<file path="src/rtl/chroma_upsampler_pkg.sv">
// chroma_upsampler_pkg: shared block type, subsampling modes and FSM states
package chroma_upsampler_pkg;
  localparam int DATA_W_D = 8;
  localparam int BLK_D = 8;
  localparam int CH_D = 3;
  typedef logic [BLK_D-1:0][BLK_D-1:0][DATA_W_D-1:0] pix_blk_t;
  typedef enum logic [1:0] {SS_444, SS_422, SS_420, SS_RSVD} ss_mode_e;
  typedef enum logic {IDLE, EMIT} state_e;
endpackage

</file>
<file path="src/rtl/upsample_select.sv">
// upsample_select: pixel-replication mux picking sub-block cnt of the held block
module upsample_select
  import chroma_upsampler_pkg::*;
#(
  parameter int DATA_W = 8,
  parameter int BLK = 8
) (
  input  logic [BLK-1:0][BLK-1:0][DATA_W-1:0] hold,
  input  ss_mode_e                            mode,
  input  logic [1:0]                          cnt,
  output logic [BLK-1:0][BLK-1:0][DATA_W-1:0] out_block
);
  localparam int H = BLK / 2;
  for (genvar r = 0; r < BLK; r++) begin : g_r
    for (genvar c = 0; c < BLK; c++) begin : g_c
      logic [DATA_W-1:0] p420, p422;
      assign p420 = cnt[1] ? (cnt[0] ? hold[H+r/2][H+c/2] : hold[H+r/2][c/2])
                           : (cnt[0] ? hold[r/2][H+c/2]   : hold[r/2][c/2]);
      assign p422 = cnt[0] ? hold[r][H+c/2] : hold[r][c/2];
      assign out_block[r][c] = mode == SS_420 ? p420 : mode == SS_422 ? p422 : hold[r][c];
    end
  end
endmodule

</file>
<file path="src/rtl/chroma_upsampler.sv">
// chroma_upsampler: buffers one block and emits 1, 2 or 4 replicated sub-blocks
module chroma_upsampler
  import chroma_upsampler_pkg::*;
#(
  parameter int DATA_W = 8,
  parameter int BLK = 8,
  parameter int CH = 3
) (
  input  logic                                clk,
  input  logic                                rst,
  input  logic                                in_valid,
  output logic                                in_ready,
  input  logic [$clog2(CH+1)-1:0]             in_ch,
  input  logic [1:0]                          in_mode,
  input  logic [BLK-1:0][BLK-1:0][DATA_W-1:0] in_block,
  output logic                                out_valid,
  input  logic                                out_ready,
  output logic [BLK-1:0][BLK-1:0][DATA_W-1:0] out_block,
  output logic [$clog2(CH+1)-1:0]             out_ch,
  output logic [1:0]                          out_idx,
  output logic                                out_last,
  output logic                                err
);
  localparam int CW = $clog2(CH + 1);
  localparam logic [CW-1:0] CH_LIM = CW'(CH);
  logic [BLK-1:0][BLK-1:0][DATA_W-1:0] hold;
  state_e state;
  ss_mode_e mode, eff;
  logic [1:0] cnt, last_cnt;
  logic acc, legal, beat;
  always_comb begin
    eff = (in_ch == '0 || in_mode == 2'd3) ? SS_444 : ss_mode_e'(in_mode);
    legal = in_ch < CH_LIM;
    last_cnt = mode == SS_420 ? 2'd3 : mode == SS_422 ? 2'd1 : 2'd0;
    out_valid = state == EMIT;
    out_last = out_valid && cnt == last_cnt;
    out_idx = mode == SS_420 ? cnt : mode == SS_422 ? {1'b0, cnt[0]} : 2'd0;
    beat = out_valid && out_ready;
    in_ready = state == IDLE || (beat && out_last);
    acc = in_valid && in_ready;
  end
  // illegal channels are consumed without touching the holding register
  always_ff @(posedge clk or negedge rst) begin
    if (!rst) begin
      state <= IDLE;
      hold <= '0;
      mode <= SS_444;
      cnt <= 2'd0;
      out_ch <= '0;
      err <= 1'b0;
    end else begin
      err <= acc && !legal;
      if (acc && legal) begin
        hold <= in_block;
        out_ch <= in_ch;
        mode <= eff;
        cnt <= 2'd0;
        state <= EMIT;
      end else if (beat) begin
        cnt <= out_last ? 2'd0 : cnt + 2'd1;
        if (out_last) state <= IDLE;
      end
    end
  end
  upsample_select #(.DATA_W(DATA_W), .BLK(BLK)) u_sel (
    .hold(hold),
    .mode(mode),
    .cnt(cnt),
    .out_block(out_block)
  );
endmodule

</file>
<file path="config.mk">
export PLATFORM = sky130hd
export DESIGN_NAME = chroma_upsampler
export DESIGN_NICKNAME = d
export VERILOG_FILES = /design/src/rtl/chroma_upsampler_pkg.sv /design/src/rtl/upsample_select.sv /design/src/rtl/chroma_upsampler.sv
export SDC_FILE = /design/constraint.sdc
export NUM_CORES = 1
export LEC_CHECK = 0
export ABC_AREA = 1
export CAP_MARGIN = 15
export CORE_AREA = 8 8 398 400
export CTS_BUF_LIST = sky130_fd_sc_hd__clkbuf_8
export DETAILED_ROUTE_END_ITERATION = 8
export DIE_AREA = 0 0 406 408
export SLEW_MARGIN = 0
export SYNTH_ARGS = -nofsm -noshare
export SYNTH_HDL_FRONTEND = slang
export SYNTH_HIERARCHICAL = 1
export SYNTH_SLANG_ARGS = --single-unit
export TNS_END_PERCENT = 10
</file>
<file path="constraint.sdc">
create_clock -name clk -period 2.1 [get_ports clk]
set_clock_uncertainty 0.05 [all_clocks]
set_input_delay 0.21 -clock clk [delete_from_list [all_inputs] [get_ports clk]]
set_output_delay 0.21 -clock clk [all_outputs]
set_load 0.005 [all_outputs]
</file>
==> flow_summary.json <==
{
  "status": "finished, violations left",
  "violations": "DRC, setup timing",
  "yosys_most_used_dff": "dfrtp_1",
  "fmax_mhz": 291.4,
  "final.fill_count": 16020,
  "layout.core_utilization": 0.4167,
  "worst_setup_path_end_kind": "output pin",
  "global_route.overflow_total": 0,
  "dp.cells": 9328,
  "power_per_standard_cell_area_mw_per_mm2": 1929,
  "regArea_mm2": 0.01302,
  "via_count": 48910,
  "synth.distinct_cells": 23,
  "required_ns": 1.84,
  "area_growth_pct": 79.30,
  "worst-setup-path-type": "reg -> out",
  "timing.critical_path.arrival_ns": 3.17,
  "power_report.internal_total_mw": 60.51,
  "via_count_of_the_first_global_routing_pass": 47710,
  "cts_htree_levels": 3,
  "hold_slack_ns": 0.06799,
  "most_common_cell_on_crit_path": "nand2_1",
  "place.port_buffers": 1039,
  "gpl.final_weighted_congestion": 1.034,
  "final_max_slew_viol_count": 0,
  "grt_setup_unrepaired": "true",
  "finalSetupViolations": 1036,
  "ys_seq_area_frac": 0.3669,
  "final.period_utilization": 1.634,
  "clk_path_buf_depth": 3,
  "die-area_mm2": 0.1656,
  "crit_path_max_fanout": 27,
  "die_height_um": 408,
  "io_pins": 1040,
  "relSlewSlack": 0.3226,
  "critical-path-max-stage-delay_ns": 0.54,
  "tritoncts": "built",
  "pin_count_of_the_biggest_net_entering_global_routing": 86,
  "post-route-drc-count": 2,
  "first_pass_iters": 9,
  "antenna_violations_before_repair": 35,
  "hp-class": "in -> reg",
  "route.detailed.vias_per_inst": 4.842,
  "hpwlAfterDp_mm": 212.5,
  "wl_per_cell_um": 26.69,
  "fraction_of_power_spent_switching_nets": 0.5066,
  "critPathBufInv": 5,
  "floorplan.die.width_um": 406,
  "yosys_warnings": 6,
  "clk_pin_slew_worst_paths_ns": 0.07,
  "critPathTopFamily": "buffers and inverters",
  "max_cap_viol_count": 0,
  "clock_insertion_delay_worst_skew_ns": 0.84,
  "hold_viol_final": 0,
  "post-route-min-period_ns": 3.432,
  "final.setup.tns_ns": -774.81,
  "synth_area_mm2": 0.03546,
  "synth_fp_nets": 6444,
  "initial_cell_density_of_the_core": 0.2324,
  "number_of_flops_mapped_to_enable_cells_by_yosys": 0,
  "cts_root_buf": "clkbuf_8",
  "final_critical_path_setup_slack_ns": -1.332,
  "global_route_wire_length_before_repair_mm": 367.2,
  "ir_drop_mv": 0.8102,
  "cp_cell_sequence": "nand2_8 > buf_12 > buf_16 > buf_4 > nand3_1 > nand2_1 > inv_1 > nand2_1 > clkdlybuf4s50_1",
  "total_leakage_power_nw": 35.10,
  "core_area_mm2": 0.1526,
  "detail-route-antenna-nets": 0,
  "totalWireLength_mm": 269.6,
  "first_iter_violations": 5705,
  "synth-seq-cells": 520,
  "fp-row-count": 144,
  "postSynthCellCount": 5921,
  "max_slew.worst_pin.slew_ns": 1.016,
  "numClockSinks": 520,
  "critPathSlowestCell": "clkdlybuf4s50_1",
  "net-switching-power_mw": 62.13,
  "clock_group_share_of_total_power": 0.096,
  "timing.critical_path.from_type": "flip-flop",
  "multi_input_gate_area_mm2": 0.01983,
  "grt_util_all_layers": 0.3085,
  "combinationalPowerShare": 0.737,
  "asyncSetResetFlopFracSynth": 1.000,
  "layout.nets": 8482,
  "final_layout_size_suffix_gt1_frac": 0.1715,
  "cts_inserted_buffers": 108,
  "finish.cell_count_without_fillers": 10100,
  "share_seq_of_total_power": 0.166,
  "post_synthesis_area_per_instance_um2": 5.989
}
-- cells in the final DEF (no fill, tap or decap), types with 6 or more instances in the layout --
| cell type | count |
|---|---|
| nand3_1 | 754 |
| bufbuf_16 | 6 |
| clkdlybuf4s50_1 | 834 |
| nand2_1 | 3436 |
| nand3_2 | 108 |
| inv_1 | 451 |
| clkinv_1 | 89 |
| nand2_8 | 6 |
| buf_12 | 170 |
| buf_2 | 13 |
| buf_16 | 21 |
| diode_2 | 18 |
| nand3_4 | 39 |
| dlygate4sd2_1 | 34 |
| inv_2 | 13 |
| nand2_4 | 34 |
| dfrtp_1 | 517 |
| buf_6 | 71 |
| dlygate4sd3_1 | 505 |
| clkdlybuf4s15_2 | 19 |
| nand2_2 | 126 |
| buf_4 | 523 |
| clkinv_2 | 12 |
| dlymetal6s2s_1 | 23 |
| clkbuf_8 | 138 |
| clkbuf_2 | 38 |
| clkbuf_16 | 8 |
| buf_8 | 13 |
-- synth_stat cells, types with 2 or more instances --
cell      instances  share of area
nand2_1        3598           0.38
nand3_1         900           0.13
dfrtp_1         520           0.37
inv_1           432          0.046
buf_2           185          0.026
clkinv_1         92         0.0097
buf_4            88          0.019
buf_6            53          0.017
clkbuf_1         19         0.0020
buf_1             7        0.00074
inv_2             5        0.00053
nor2_1            5        0.00053
o21ai_0           4        0.00056
ha_1              3         0.0011
nand2_4           2        0.00064
-- kinds of logic after synthesis --
kind of cell | after synthesis | share of synthesized area
buffers and inverters | 883 | 0.1209
AO/OA/AOI/OAI | 6 | 0.001023
XOR/XNOR | 1 | 0.0002470
adder cells (fa/ha/maj) | 3 | 0.001059
flip-flops | 520 | 0.3669
AND/OR/NAND/NOR | 4508 | 0.5099
-- tightest hold or removal path, delay by kind of cell --
family / cells / cell delay [ns]
AND/OR/NAND/NOR: 2 / 0.17
buffers and inverters: 1 / 0.53
-- power by group through the flow --
stage,clock (mW),sequential (mW),combinational (mW)
3_3_place_gp,0,20.2,83.9
5_1_grt,12.5,20.8,95.3
4_1_cts,12.1,20.1,88.3
6_report,11.8,20.4,90.4
2_1_floorplan,0,17.7,32.2
3_5_place_dp,0,20.1,83.9
-- per-layer routing --
metal,vias up,routed length [um],global-route usage
li1,22120,-,-
met1,23420,107000,0.3909
met2,2771,119700,0.4847
met3,568,25000,0.07316
met4,30,17770,0.1637
met5,-,172,0
-- final cells by class --
cell class | instances | share of cell area
repair buffers | 2280 | 0.3739
multi-input cells | 4519 | 0.3119
flip-flops and latches | 520 | 0.2048
well taps | 2044 | 0.04022
inverters | 530 | 0.03247
clock buffers | 138 | 0.02987
clock inverters | 53 | 0.006081
diodes | 18 | 0.0007084
-- state kept, by name (all words and copies together) (netlist names) --
signal and flops:
hold 512, out_ch 2, mode 2, cnt 2
out_valid 1, err 1
-- what timing repair did --
item | CTS | global route
endpoints found under the hold margin | 1025 | 0
endpoints found under the setup margin | 1039 | 1039
resized for setup | 507 | 350
pin swaps | 22 | 9
gates cloned | 14 | 8
buffers inserted | 26 | 11
hold buffers | 506 | 0
-- path summary, 6_finish.rpt --
check                      slack (ns)  cells past startpoint                     to             startpoint
hold / removal                   0.07                      3  hold[203]$_DFFE_PN0P_          in_block[203]
setup / recovery                -1.33                      9         out_block[173]    mode[1]$_DFFE_PN0P_
max in group asynchronous        1.28                      3  hold[248]$_DFFE_PN0P_                    rst
setup reg to reg                -0.60                     10   hold[22]$_DFFE_PN0P_    mode[1]$_DFFE_PN0P_
min in group asynchronous        0.29                      3  hold[212]$_DFFE_PN0P_                    rst
hold reg to reg                  0.44                      2  out_ch[1]$_DFFE_PN0P_  out_ch[1]$_DFFE_PN0P_
-- per-stage QoR --
stage | area, um^2 | setup WS [ns] | power, mW
finish | 63580 | -1.332 | 122.6
global route | 63560 | -1.396 | 128.6
CTS | 62560 | -1.420 | 120.5
global placement | 53300 | -0.8945 | 104.1
detailed placement | 53300 | -0.9122 | 104.0
floorplan | 35460 | 0.06703 | 49.85
Note: power is estimated with default switching activity, not from simulation.
==> RTL edit: new RTL, same flow settings <==
The output `err` loses its register stage (`err` becomes a continuous assignment).
--- a/src/rtl/chroma_upsampler.sv
+++ b/src/rtl/chroma_upsampler.sv
@@ -48,7 +48,5 @@
       cnt <= 2'd0;
       out_ch <= '0;
-      err <= 1'b0;
     end else begin
-      err <= acc && !legal;
       if (acc && legal) begin
         hold <= in_block;
@@ -63,4 +61,6 @@
     end
   end
+
+  assign err = acc && !legal;
   upsample_select #(.DATA_W(DATA_W), .BLK(BLK)) u_sel (
     .hold(hold),
Behaviour: not the same (Yosys sat finds a counterexample within 4 cycles, from zero or initial values and one cycle with rst low).
==> RTL edit against the unedited design <==
Sequential share of layout area decreased by 1.2 points. Synthesized area barely moved. The run ends with negative setup slack left. Setup slack improved by 210 ps. Cell area increased by 6.0%. Critical path depth up 2. Routed wire length grew 5.1%. Total power rose by 4.1%. Sequential cell count is 1 lower.
==> RTL edit: results (changes against the unedited design) <==
status: "finished, violations left"
violations: "negative setup slack"
r2r_start: "cnt[0]"
fill_cells: 15580  # -2.7%
synth_xor_area_frac: 0.0002471  # about the same
post-dp-hpwl_microns: 220400  # +3.7%
cp_slowest_stage_delay_ps: 570  # +30 ps
grtUsageMet2: 0.5003  # +0.01561
synthAdderAreaFrac: 0.001059  # about the same
r2r_cells: 12  # +2
drt_iter0_drc: 5551  # -2.7%
fin_ws_ps: -1123  # +209.4 ps
synth_compound_area_frac: 0.001024  # about the same
seqPwrFrac: 0.161  # -0.005
p_leak_uw: 0.04094  # +17%
dp_slack_ps: -765.3  # +146.8 ps
routed_wl_microns: 283200  # +5.1%
viasPerCell: 4.870  # +0.59%
timing.hold.ws_ps: 79.24  # +11.24 ps
synth_area_leaders: "nand2_1 (38%), dfrtp_1 (37%), nand3_1 (13%)"
drive_above_1_share: 0.2121  # +0.04058
place_area_sq_mm: 0.05407  # +1.4%
rrSetupSlack_ps: -640  # -40 ps
min_path_cells: 3  # unchanged
dr.pass1.iters: 6  # -3
tns_ps: -710500  # +64,300 ps
setup_viol: 1036  # unchanged
gr-usage-met3: 0.06776  # -0.005399
antenna_found_initial: 30  # -14%
grt_usage: 0.3144  # +0.005859
synth_top_area_frac: 0.3811  # about the same
layout.nets: 8642  # +1.9%
cts_made_buffers: 106  # -1.9%
holdPathEnd: "hold[262]"
worstPathMaxFanout: 9  # -67%
min_from: "in_block[262]"
worst_r2r_endpoint: "hold[200]"
slew-limit-headroom: 0.6467  # +0.3241
power_frac_comb: 0.745  # +0.008
max-vdd-ir-drop_v: 0.0007432  # -8.3%
place_inst: 9427  # +1.1%
place_congestion: 1.058  # +2.4%
gr-usage-met1: 0.3977  # +0.006822
crit_slowest_cell: "dfrtp_4"
internal_power_uw: 62670  # +3.6%
wl_per_cell_microns: 27.61  # +3.5%
switching_share: 0.5092  # +0.002664
syn_nets: 6443  # -0.016%
synth_common_cells: "nand2_1 (3,598), nand3_1 (900), dfrtp_1 (519)"
crit_arrival_ps: 2960  # -210 ps
grt_pass1_wl_microns: 372200  # +1.4%
avgSynthCellArea_sq_um: 5.986  # about the same
grt_max_degree: 77  # -10%
ys_seq_area_frac: 0.3665  # -0.0004470
grt_pass1_vias: 47890  # +0.38%
==> RTL edit: cell count changes after synthesis, sizes merged <==
cell / delta
dfrtp: -1
==> RTL edit: how the worst max path moves through the flow <==
stage             from        endpoint  cells after the start
6_report        cnt[0]  out_block[315]                     11
5_1_grt         cnt[0]  out_block[264]                     12
4_1_cts         cnt[0]  out_block[198]                      7
3_5_place_dp    cnt[0]  out_block[225]                      8
3_3_place_gp    cnt[0]  out_block[225]                      8
2_1_floorplan  mode[0]       hold[250]                     12
==> RTL edit: layer usage <==
metal | routed length, microns | up-vias
met2 | 127000 | 2783
met3 | 25230 | 593
met4 | 19300 | 16
met1 | 111600 | 24110
li1 | - | 22450
met5 | 101 | -
==> RTL edit: logic make-up after synthesis <==
group	count (synthesis)
AND/OR/NAND/NOR	4508
buffers and inverters	883
flip-flops	519
AO/OA/AOI/OAI	6
adder cells (fa/ha/maj)	3
XOR/XNOR	1
==> RTL edit: repair_timing <==
| action | CTS | global route |
|---|---|---|
| hold buffers | 481 | 0 |
| pin swaps | 4 | 88 |
| endpoints found under the hold margin | 998 | 0 |
| endpoints found under the setup margin | 1039 | 1037 |
| resized for setup | 199 | 1187 |
| buffers inserted | 7 | 105 |
| gates cloned | 4 | 33 |
==> RTL edit: cell type report <==
| cell class | instances | area [sq um] | area share |
|---|---|---|---|
| repair inverters | 3 | 71.32 | 0.001058 |
| repair buffers | 2441 | 26500 | 0.3931 |
| flip-flops and latches | 519 | 13000 | 0.1928 |
| multi-input cells | 4518 | 20840 | 0.3092 |
| clock buffers | 138 | 1899 | 0.02818 |
| inverters | 530 | 2085 | 0.03093 |
| diodes | 14 | 35.03 | 0.0005198 |
| clock inverters | 50 | 416.7 | 0.006182 |
| well taps | 2044 | 2557 | 0.03794 |
